### config.mk
export PLATFORM = sky130hd
export DESIGN_NAME = seq_multiplier
export DESIGN_NICKNAME = d
export VERILOG_FILES = /design/src/rtl/seq_multiplier.sv
export SDC_FILE = /design/constraint.sdc
export NUM_CORES = 1
export LEC_CHECK = 0
export BUFFER_PORTS_ARGS = -buffer_cell sky130_fd_sc_hd__buf_4
export CAP_MARGIN = 20
export CELL_PAD_IN_SITES_DETAIL_PLACEMENT = 2
export CELL_PAD_IN_SITES_GLOBAL_PLACEMENT = 2
export CORE_MARGIN = 2
export CORE_UTILIZATION = 37
export DETAILED_ROUTE_END_ITERATION = 7
export PLACE_DENSITY = 0.93
export SETUP_SLACK_MARGIN = 0.1
export SLEW_MARGIN = 20
export SYNTH_ARGS = -nofsm -noshare
export SYNTH_HDL_FRONTEND = slang
export SYNTH_SLANG_ARGS = --single-unit
### constraint.sdc
create_clock -name clock -period 4.5 [get_ports clock]
set_input_delay 0.225 -clock clock [delete_from_list [all_inputs] [get_ports clock]]
set_output_delay 0.225 -clock clock [all_outputs]
set_load 0.01 [all_outputs]
### src/rtl/seq_multiplier.sv
// Sequential shift-add unsigned multiplier: one partial product per clock, start/ready/done handshake.
// Optional macro SEQ_MULT_EARLY_EXIT_EN finishes as soon as the remaining multiplier bits are all zero.
module seq_multiplier #(
  parameter int WIDTH = 8
) (
  input  logic                 clock,
  input  logic                 reset,
  input  logic                 start,
  input  logic [WIDTH-1:0]     A,
  input  logic [WIDTH-1:0]     B,
  output logic                 ready,
  output logic                 done,
  output logic [2*WIDTH-1:0]   product
);

  localparam int CW = $clog2(WIDTH) + 1;

  typedef enum logic [1:0] {
    IDLE = 2'd0,
    RUN  = 2'd1,
    DONE = 2'd2
  } state_t;

  state_t               state_r;
  state_t               state_next;
  logic [2*WIDTH-1:0]   acc_r;
  logic [2*WIDTH-1:0]   mcand_r;
  logic [WIDTH-1:0]     mplier_r;
  logic [CW-1:0]        count_r;
  logic [2*WIDTH-1:0]   sum_s;
  logic                 last_s;

  assign sum_s = mplier_r[0] ? (acc_r + mcand_r) : acc_r;

  // Decide whether the current RUN edge performs the final iteration
  always_comb begin
    last_s = 1'b0;
`ifdef SEQ_MULT_EARLY_EXIT_EN
    if ((mplier_r[WIDTH-1:1] == {(WIDTH-1){1'b0}}) || (count_r == CW'(WIDTH - 1))) begin
      last_s = 1'b1;
    end else begin
      last_s = 1'b0;
    end
`else
    if (count_r == CW'(WIDTH - 1)) begin
      last_s = 1'b1;
    end else begin
      last_s = 1'b0;
    end
`endif
  end

  // State register
  always_ff @(posedge clock) begin
    if (reset) begin
      state_r <= IDLE;
    end else begin
      state_r <= state_next;
    end
  end

  // Next-state logic
  always_comb begin
    state_next = state_r;
    case (state_r)
      IDLE: begin
        if (start) begin
          state_next = RUN;
        end else begin
          state_next = IDLE;
        end
      end
      RUN: begin
        if (last_s) begin
          state_next = DONE;
        end else begin
          state_next = RUN;
        end
      end
      DONE:    state_next = IDLE;
      default: state_next = IDLE;
    endcase
  end

  // Datapath: operand capture, shift-add iteration and result register
  always_ff @(posedge clock) begin
    if (reset) begin
      acc_r    <= {(2*WIDTH){1'b0}};
      mcand_r  <= {(2*WIDTH){1'b0}};
      mplier_r <= {WIDTH{1'b0}};
      count_r  <= {CW{1'b0}};
      product  <= {(2*WIDTH){1'b0}};
    end else begin
      case (state_r)
        IDLE: begin
          if (start) begin
            acc_r    <= {(2*WIDTH){1'b0}};
            mcand_r  <= {{WIDTH{1'b0}}, A};
            mplier_r <= B;
            count_r  <= {CW{1'b0}};
          end
        end
        RUN: begin
          acc_r    <= sum_s;
          mcand_r  <= mcand_r << 1;
          mplier_r <= mplier_r >> 1;
          count_r  <= count_r + CW'(1);
          if (last_s) begin
            product <= sum_s;
          end
        end
        default: begin
        end
      endcase
    end
  end

  // Handshake outputs come straight from the state register
  assign ready = (state_r == IDLE);
  assign done  = (state_r == DONE);

endmodule

==> flow_summary.html <==
<table>
<tr><th>Metric</th><th>Value</th></tr>
<tr><th colspan="2">Status</th></tr>
<tr><td>Outcome</td><td>finished, final reports clean</td></tr>
<tr><th colspan="2">Detailed routing</th></tr>
<tr><td>Antenna Nets Post-Route</td><td>0</td></tr>
<tr><td>Post-detailed-route wirelength per cell</td><td>21.63 um</td></tr>
<tr><td>Total iterations of the first detailed-routing run</td><td>6</td></tr>
<tr><td>Wire length reported by the detailed router</td><td>11700 um</td></tr>
<tr><td>Detailed Route Iter0 Violations</td><td>105</td></tr>
<tr><td>Via-to-Cell Ratio</td><td>5.860</td></tr>
<tr><td>Routed via count</td><td>3170</td></tr>
<tr><td># DRC</td><td>0</td></tr>
<tr><th colspan="2">Clock network</th></tr>
<tr><td>Resize count post-CTS</td><td>0</td></tr>
<tr><td>Number of clock sinks seen by CTS</td><td>62</td></tr>
<tr><td>Number of buffers added by the clock tree synthesis step</td><td>9</td></tr>
<tr><td>H-tree lvl count</td><td>3</td></tr>
<tr><td>Number of buffers added to fix hold violations after cts</td><td>0</td></tr>
<tr><td>Post-CTS repair timing setup buffer count</td><td>0</td></tr>
<tr><td>Max Buffers Root-to-Sink</td><td>2</td></tr>
<tr><td>Clock-pin slew on the worst setup and hold paths</td><td>80 ps</td></tr>
<tr><td>Latest clock arrival within the worst-skew pair</td><td>340 ps</td></tr>
<tr><td>Cell chosen for the clock root</td><td>sky130_fd_sc_hd__clkbuf_8</td></tr>
<tr><td>TritonCTS clock tree</td><td>built</td></tr>
<tr><th colspan="2">Logic synthesis</th></tr>
<tr><td>Part of the Yosys area used for sequential elements</td><td>38.61%</td></tr>
<tr><td>Synth Warn #</td><td>0</td></tr>
<tr><td>Count of flip-flops with a built-in enable after synthesis</td><td>0</td></tr>
<tr><td>Top flip-flop cell by instance count after synthesis</td><td>sky130_fd_sc_hd__dfxtp_1</td></tr>
<tr><td>Count of distinct cell types in the synthesized netlist</td><td>52</td></tr>
<tr><td>Net count of the mapped netlist</td><td>435</td></tr>
<tr><td>Yosys top cell area share</td><td>38.61%</td></tr>
<tr><td>Top cells by area in the synthesized netlist</td><td>sky130_fd_sc_hd__dfxtp_1 (39%), sky130_fd_sc_hd__nor2_1 (7.1%), sky130_fd_sc_hd__ha_1 (6.2%), sky130_fd_sc_hd__a21oi_1 (5.9%), sky130_fd_sc_hd__o21ai_0 (4.8%)</td></tr>
<tr><td>Cell with the most instances after synthesis</td><td>sky130_fd_sc_hd__dfxtp_1</td></tr>
<tr><td>Proportion of register bits with asynchronous set or reset after synthesis</td><td>0%</td></tr>
<tr><td>Most frequent cells after synthesis</td><td>sky130_fd_sc_hd__dfxtp_1 (62), sky130_fd_sc_hd__nor2_1 (61), sky130_fd_sc_hd__a21oi_1 (38)</td></tr>
<tr><td>Synthesized area per cell</td><td>8.056 um^2</td></tr>
<tr><td>Mapped Area</td><td>3214 um^2</td></tr>
<tr><td>Flip-flop and latch count after synthesis</td><td>62</td></tr>
<tr><td>Post-synthesis cell type with the largest combined area</td><td>sky130_fd_sc_hd__dfxtp_1</td></tr>
<tr><td>Post-synthesis cell count</td><td>399</td></tr>
<tr><th colspan="2">Die</th></tr>
<tr><td>Count of standard-cell rows</td><td>34</td></tr>
<tr><td>Starting density of the core</td><td>37.59%</td></tr>
<tr><td>Die width</td><td>97.21 um</td></tr>
<tr><td>Core Footprint</td><td>8551 um^2</td></tr>
<tr><td>I/O pin cnt</td><td>37</td></tr>
<tr><td>Height of the die</td><td>97.21 um</td></tr>
<tr><td>Die Outline Area</td><td>9449 um^2</td></tr>
<tr><th colspan="2">Min path</th></tr>
<tr><td>Worst min-delay path endpoint</td><td>mplier_r[7]$_SDFFE_PP0P_</td></tr>
<tr><td>Worst min-delay path class</td><td>input port to register</td></tr>
<tr><td>Number of stages on the worst hold path</td><td>3</td></tr>
<tr><td>Startpoint of the lowest-slack hold path</td><td>B[7]</td></tr>
<tr><th colspan="2">GRT</th></tr>
<tr><td>Residual overflow from global routing</td><td>0</td></tr>
<tr><td>First-pass GRT wire length</td><td>18700 um</td></tr>
<tr><td>Vias in the first global route</td><td>3493</td></tr>
<tr><td>Largest net degree at the start of global routing</td><td>41</td></tr>
<tr><td>Global-route total usage across every layer</td><td>24.98%</td></tr>
<tr><td>Number of antenna violations at the first check in global routing</td><td>0</td></tr>
<tr><th colspan="2">Layout</th></tr>
<tr><td>Multi-input logic area</td><td>1859 um^2</td></tr>
<tr><td>Register area</td><td>1241 um^2</td></tr>
<tr><td>Fraction of layout instances using a drive strength above 1</td><td>15.24%</td></tr>
<tr><td>Layout fillers</td><td>931</td></tr>
<tr><td>Final design instance area without fill</td><td>3762 um^2</td></tr>
<tr><td>Nets@finish</td><td>464</td></tr>
<tr><td>Number of antenna repair diodes</td><td>0</td></tr>
<tr><td>Post-synthesis to final-layout area growth</td><td>17.05%</td></tr>
<tr><th colspan="2">Placed design</th></tr>
<tr><td>DPL Wire Length</td><td>7120 um</td></tr>
<tr><td>Placed standard-cell area</td><td>3562 um^2</td></tr>
<tr><td>Last weighted congestion value of the routability-driven placer</td><td>0.7857</td></tr>
<tr><td>Number of buffer cells added on primary ports</td><td>36</td></tr>
<tr><th colspan="2">Setup path</th></tr>
<tr><td>Setup crit start</td><td>acc_r[0]$_SDFFE_PP0P_</td></tr>
<tr><td>Worst reg2reg path endpoint</td><td>product[12]$_SDFFE_PP0P_</td></tr>
<tr><td>Required time of the critical path</td><td>4700 ps</td></tr>
<tr><td>Arr. time, crit path</td><td>2870 ps</td></tr>
<tr><td>Worst R2R Path Depth</td><td>9</td></tr>
<tr><td>Path type of the worst setup path</td><td>register to register</td></tr>
<tr><td>FF-to-FF Start</td><td>acc_r[0]$_SDFFE_PP0P_</td></tr>
<tr><td>Crit start category</td><td>register</td></tr>
<tr><td>Crit end category</td><td>register</td></tr>
<tr><td>Register-to-register setup slack</td><td>1830 ps</td></tr>
<tr><td>Critical path peak fanout</td><td>3</td></tr>
<tr><th colspan="2">STA</th></tr>
<tr><td>Final Setup Violations</td><td>0</td></tr>
<tr><td>Final period demand of the worst path</td><td>2674 ps</td></tr>
<tr><td>Slew headroom</td><td>39.37%</td></tr>
<tr><td>Unrepaired setup endpoints after global routing</td><td>no</td></tr>
<tr><td>Max-slew violation count</td><td>0</td></tr>
<tr><td>Worst Clk Skew</td><td>10.65 ps</td></tr>
<tr><td>TNS Setup</td><td>0 ps</td></tr>
<tr><td>Number of hold violations in the final report</td><td>0</td></tr>
<tr><td>Slew at the pin closest to its max-slew limit</td><td>903.9 ps</td></tr>
<tr><td>Achievable Freq</td><td>0.3740 GHz</td></tr>
<tr><td>Part of the cycle the worst path needs</td><td>59.42%</td></tr>
<tr><th colspan="2">Flow run</th></tr>
<tr><td>Total of max-cap violations</td><td>0</td></tr>
<tr><th colspan="2">Power</th></tr>
<tr><td>Peak VDD IR</td><td>221.9 uV</td></tr>
<tr><td>Static Leak</td><td>1.504 nW</td></tr>
<tr><td>Power density of the placed cells</td><td>334.1 nW/um^2</td></tr>
</table>
[layer usage]
metal  wire length (um)  track usage, %  vias to the layer above
met3                400           4.676                       30
met5                  0               0                        -
li1                   -               -                     1474
met2               5946           45.03                       77
met4                327           9.967                        0
met1               5029           29.05                     1589
[state kept, by name, indices dropped and copies added, names as in the netlist]
name      flops
acc_r        16
count_r       4
mcand_r      16
mplier_r      8
product      16
state_r       2
[metrics by stage]
stage | hold WS [ps] | instances | utilization, % | setup WS, ps | total power, mW
after detailed placement | 463.8 | 525 | 41.66 | 1968 | 0.7419
after global placement | 445.3 | 525 | 41.66 | 2129 | 0.7327
after floorplan | 361.0 | 399 | - | 2347 | 0.6885
after CTS | 137.8 | 541 | 44.00 | 1857 | 1.263
final | 140.1 | 541 | 44.00 | 1826 | 1.257
after global routing | 140.8 | 541 | 44.00 | 1610 | 1.303
[kinds of logic (layout without fill, tap and decap cells)]
family | after synthesis | in the layout | synth area share, %
DFF | 62 | 62 | 38.61
AOI/OAI and AO/OA | 112 | 112 | 21.45
buffers and inverters | 28 | 62 | 3.620
and+or+nand+nor | 157 | 157 | 22.73
adders and majority gates | 17 | 17 | 6.851
xor gates and xnor gates | 11 | 11 | 2.997
muxes | 12 | 12 | 3.737
[final cells by class]
type	instances	area share (%)
multi-input cells	309	49.42
flip-flops and latches	62	32.99
repair buffers	41	8.181
clock buffers	11	3.758
well taps	108	3.592
clock inverters	5	1.563
inverters	5	0.4988
[power by group]
part | total [mW] | internal, mW | switching, mW
Clock | 0.519 | 0.271 | 0.247
Sequential | 0.587 | 0.566 | 0.0207
Combinational | 0.151 | 0.0524 | 0.0988
[placed cells by master (no fill, tap or decap), drive strengths merged, types with 3 or more instances in the layout]
master  synthesis  final
a211oi          7      7
a21oi          41     41
a22oi           7      7
a31oi           5      5
and2            5      5
buf             7     41
clkbuf         16     11
clkinv          1      3
dfxtp          62     62
ha             16     16
inv             4      4
mux2i          12     12
nand2          31     31
nand2b          5      5
nand3          20     20
nand4           5      5
nor2           61     61
nor3           15     15
o211ai          3      3
o21ai          33     33
or3             3      3
xnor2           5      5
xor2            6      6
[how the worst max path moves through the flow]
| stage | end | slack [ps] | depth (start not counted) |
|---|---|---|---|
| after CTS | product[12]$_SDFFE_PP0P_ | 1860 | 9 |
| after global placement | product[12]$_SDFFE_PP0P_ | 2130 | 9 |
| after floorplan | product[12]$_SDFFE_PP0P_ | 2350 | 9 |
| final | product[12]$_SDFFE_PP0P_ | 1830 | 9 |
| after global routing | acc_r[10]$_SDFFE_PP0P_ | 1610 | 9 |
| after detailed placement | product[12]$_SDFFE_PP0P_ | 1970 | 9 |
[critical path: stages (launching register included)]
cell and delay [ps]:
sky130_fd_sc_hd__dfxtp_1 350, sky130_fd_sc_hd__ha_1 250, sky130_fd_sc_hd__fa_1 430, sky130_fd_sc_hd__a21oi_1 280, sky130_fd_sc_hd__o211ai_1 210, sky130_fd_sc_hd__a21boi_0 410
sky130_fd_sc_hd__o21ai_0 200, sky130_fd_sc_hd__xor2_1 190, sky130_fd_sc_hd__mux2i_1 140, sky130_fd_sc_hd__a21oi_1 80
Note: power is estimated with default switching activity, not from simulation.
